===== src/rtl/fetch_stage.sv =====
`default_nettype none
// ============================================================================
// Module      : fetch_stage
// Description : Instruction fetch stage with IF/ID pipeline register, a
//               one-word hold buffer for stalled returns, redirect and HALT.
// Revision    : 1.0 - initial release
// ============================================================================
module fetch_stage #(
    parameter int                 PC_W      = 16,
    parameter int                 INSTR_W   = 16,
    parameter logic [PC_W-1:0]    RESET_PC  = '0,
    parameter logic [INSTR_W-1:0] NOP_INSTR = 16'h0800
) (
    input  logic               clk,
    input  logic               rst_n,
    input  logic               STALL,
    input  logic               redirect_en,
    input  logic [PC_W-1:0]    redirect_pc,
    input  logic               imem_ready,
    input  logic [INSTR_W-1:0] imem_rdata,
    output logic               imem_req,
    output logic [PC_W-1:0]    imem_addr,
    output logic [INSTR_W-1:0] instr_ID,
    output logic [PC_W-1:0]    pc2_ID,
    output logic               valid_ID,
    output logic               halted
);

    localparam logic [1:0] S_FETCH  = 2'd0;
    localparam logic [1:0] S_HOLD   = 2'd1;
    localparam logic [1:0] S_HALTED = 2'd2;

    localparam logic [4:0] c_HALT_OPCODE = 5'b00000;

    logic [1:0]         r_state;
    logic [PC_W-1:0]    r_pc;
    logic [INSTR_W-1:0] r_instr;
    logic [PC_W-1:0]    r_pc2;
    logic               r_valid;
    logic [INSTR_W-1:0] r_hold_buf;

    logic [PC_W-1:0]    w_pc_plus2;
    logic               w_rdata_is_halt;
    logic               w_buf_is_halt;

    // Wraps naturally at 2^PC_W.
    assign w_pc_plus2      = r_pc + PC_W'(2);
    assign w_rdata_is_halt = (imem_rdata[INSTR_W-1 -: 5] == c_HALT_OPCODE);
    assign w_buf_is_halt   = (r_hold_buf[INSTR_W-1 -: 5] == c_HALT_OPCODE);

    always_ff @(posedge clk or negedge rst_n) begin
        if (!rst_n) begin
            r_state    <= S_FETCH;
            r_pc       <= RESET_PC;
            r_instr    <= NOP_INSTR;
            r_pc2      <= '0;
            r_valid    <= 1'b0;
            r_hold_buf <= '0;
        end else if (redirect_en) begin
            // Squash wins over STALL and over any returned or buffered word.
            r_state    <= S_FETCH;
            r_pc       <= redirect_pc;
            r_instr    <= NOP_INSTR;
            r_valid    <= 1'b0;
            r_hold_buf <= '0;
        end else begin
            case (r_state)
                S_FETCH: begin
                    if (imem_ready) begin
                        if (STALL) begin
                            r_hold_buf <= imem_rdata;
                            r_state    <= S_HOLD;
                        end else begin
                            r_instr <= imem_rdata;
                            r_pc2   <= w_pc_plus2;
                            r_valid <= 1'b1;
                            r_pc    <= w_pc_plus2;
                            r_state <= w_rdata_is_halt ? S_HALTED : S_FETCH;
                        end
                    end
                end
                S_HOLD: begin
                    if (!STALL) begin
                        r_instr <= r_hold_buf;
                        r_pc2   <= w_pc_plus2;
                        r_valid <= 1'b1;
                        r_pc    <= w_pc_plus2;
                        r_state <= w_buf_is_halt ? S_HALTED : S_FETCH;
                    end
                end
                S_HALTED: begin
                end
                default: r_state <= S_FETCH;
            endcase
        end
    end

    assign imem_req  = (r_state == S_FETCH);
    assign imem_addr = r_pc;
    assign instr_ID  = r_instr;
    assign pc2_ID    = r_pc2;
    assign valid_ID  = r_valid;
    assign halted    = (r_state == S_HALTED);

endmodule
`default_nettype wire


===== config.mk =====
export PLATFORM = sky130hd
export DESIGN_NAME = fetch_stage
export DESIGN_NICKNAME = d
export VERILOG_FILES = /design/src/rtl/fetch_stage.sv
export SDC_FILE = /design/constraint.sdc
export NUM_CORES = 1
export LEC_CHECK = 0
export BUFFER_PORTS_ARGS = -buffer_cell sky130_fd_sc_hd__buf_2
export CAP_MARGIN = 20
export CORE_MARGIN = 2
export CORE_UTILIZATION = 47
export DETAILED_ROUTE_END_ITERATION = 10
export GPL_TIMING_DRIVEN = 1
export PLACE_DENSITY = 0.87
export SYNTH_ARGS = -nofsm -noshare
export SYNTH_HDL_FRONTEND = slang
export SYNTH_SLANG_ARGS = --single-unit

===== constraint.sdc =====
create_clock -name clk -period 2 [get_ports clk]
set_clock_uncertainty 0.15 [all_clocks]
set_input_delay 0.1 -clock clk [delete_from_list [all_inputs] [get_ports clk]]
set_output_delay 0.1 -clock clk [all_outputs]
set_load 0.01 [all_outputs]

==> flow_summary.ini <==
[sta]
final.min_clock_period_ns = 1.93
rsz0062_at_grt = no
relSlewSlack = 0.601
tightest_slew_ns = 0.599
setup_viol = 0
timing.fmax_ghz = 0.519
hold_viol = 0
slew_violations = 0
tns_ns = 0
whs_ns = 0.134
period_share = 0.963
finalWorstSetupSlack_ns = 0.0733

[logic_synthesis]
synth_area_um2 = 3220
ys_ff_latch = 67
syn-num-nets = 347
synthArstFlopShare = 1.00
synth_adder_area_share = 0.00388
synth_top_area_cell = dfrtp_1
netlist.area_leader.share = 0.513
synth_area_leaders = dfrtp_1 (51%), mux2i_1 (5.9%), nor2_1 (4.7%)
synthXorXnorAreaFrac = 0.0544
avgSynthCellArea_um2 = 10.4
synth_compound_area_frac = 0.152
synth.distinct_cells = 44
synthMuxAreaShare = 0.0730
ys_seq_area_frac = 0.521
syn_inst = 309
synthTopCellsByCount = dfrtp_1 (66), nor2_1 (40), mux2i_1 (19), xnor2_1 (17)
ys.flop_type = dfrtp_1
synth_top_family_by_area = simple AND/OR/NAND/NOR gates
synth_edf_count = 0
synthSimpleGateAreaFrac = 0.155
yosys_warnings = 0
yosysMostFrequentCell = dfrtp_1

[cells_and_area]
area_delta_synth_final_pct = 35.8
drive_above_1_share = 0.311
stdcell_area_um2 = 4370
nets = 477
insertedDiodeCount = 0
stdcell_count = 524
final_util = 0.651

[placed_design]
port_buffers = 87
place_ws_ns = 0.0681
dpl-instance-area_um2 = 3830
place_inst = 473
place_hpwl_mm = 5.72
place_congestion = 0.974

[run]
drv_cap = 0

[global_routing]
groute.usage.overall = 0.240
gr-total-overflow = 0
grt_pass1_vias = 2976
grt_first_pass_wirelength_mm = 14.1
antenna_found_initial = 0
grt_max_degree = 38

[min_path]
whs_path_depth = 3
hp-start = imem_ready
hold_class = in -> reg
hold-path-endpoint = r_state[1]$_DFFE_PN0P_

[setup_path]
r2r_cells = 4
cp_cell_sequence = nand4_1 -> or3_1 -> or3_1 -> a31oi_1
r2r-start = imem_addr[3]$_DFFE_PN0P_
worstReg2RegEnd = imem_addr[10]$_DFFE_PN0P_
crit_type = reg -> reg
arrival_ns = 2.05
cp-end-kind = register
reg2reg_slack_ns = 0.07
critPathRequiredTime_ns = 2.12
cp-start-kind = register
path_max_fanout = 7
slowest_delay_ns = 0.50
worst_path_most_repeated_cell = or3_1
cpMaxStageDelayCell = dfrtp_1

[clock_network]
clockRootBuffer = clkbuf_8
tritoncts = done
clock-sinks = 67
post_cts_buffers = 0
cts-buffers-inserted = 9
clk_latency_ns = 0.34
clkTransAtPathRegs_ns = 0.08
h-tree-depth = 3
clk_path_buf_depth = 2

[drt]
vias = 2889
dr.pass1.iters = 4
drt-wirelength-per-cell_um = 16.2
ant_nets = 0
wirelength_mm = 8.51
drtIter0Drc = 98
drc = 0
viasPerCell = 5.51

[outcome]
status = complete, no violations

[power_and_ir_drop]
power.density_nw_per_um2 = 820
power_mw = 3.59
peakVddDrop_mv = 0.430
leakagePower_nw = 1.96

[floorplanning]
start_util = 0.480
ioPinCount = 88
die_h_um = 86.8
core-area_um2 = 6720
die_w_um = 86.8
rows = 30
die_area_um2 = 7530
## critical path, delay by kind of cell (launching register included)
kind             cells  cell delay, ns
AND/OR/NAND/NOR      3            1.04
AO/OA/AOI/OAI        1            0.16
flip-flops           1            0.50
## registers in the layout, indices dropped and copies added, names as in the netlist
register,cells
imem_addr,16
instr_ID,16
pc2_ID,16
r_hold_buf,16
r_state,2
valid_ID,1
## worst max-delay path by stage
stage,startpoint,end
2_1_floorplan,imem_addr[2]$_DFFE_PN0P_,imem_addr[15]$_DFFE_PN0P_
3_3_place_gp,imem_addr[1]$_DFFE_PN0P_,imem_addr[11]$_DFFE_PN0P_
3_5_place_dp,imem_addr[1]$_DFFE_PN0P_,imem_addr[11]$_DFFE_PN0P_
4_1_cts,imem_addr[1]$_DFFE_PN0P_,imem_addr[11]$_DFFE_PN0P_
5_1_grt,imem_addr[3]$_DFFE_PN0P_,imem_addr[12]$_DFFE_PN0P_
6_report,imem_addr[3]$_DFFE_PN0P_,imem_addr[10]$_DFFE_PN0P_
## where the power goes
part	internal (mW)	total, mW	switching (mW)
combinational	0.380	0.811	0.432
clock	0.606	1.13	0.520
sequential	1.52	1.65	0.125
## cell usage in the layout (no fill, tap or decap), types with 6 or more instances in the layout
cell           instances
nand3_1                6
mux2i_1               19
xnor2_1               17
dfrtp_1               65
buf_4                 21
a211oi_1              15
nor4_1                 7
a21oi_1               12
clkbuf_8              10
a22o_1                16
nor2_1                40
dlygate4sd3_1         35
o21ai_0               11
buf_2                 87
a31oi_1                7
nand2_1               16
nor3_1                 6
## cell families after synthesis
logic type,after synthesis
simple gates,98
compound gates,71
flops,67
buf+inv,29
mux,23
xor+xnor,20
fa+ha+maj,1
## final cells by class
| class | count | area [um2] |
|---|---|---|
| clock buffers | 11 | 141 |
| clock inverters | 5 | 53.8 |
| fillers | 551 | 2340 |
| inverters | 4 | 15.0 |
| multi-input cells | 213 | 1420 |
| flip-flops and latches | 67 | 1680 |
| well taps | 80 | 100 |
| repair buffers | 144 | 963 |
## layer usage
layer,global-route usage,wire length [um]
met1,0.307,3650
met3,0.0571,531
met4,0.102,149
met5,0,0
met2,0.391,4180
## what timing repair did
item	in CTS	in global routing
hold buffers	35	0
setup endpoints to repair	0	1
gates resized for setup	0	1
endpoints found under the hold margin	73	0
Note: power is estimated with default switching activity, not from simulation.
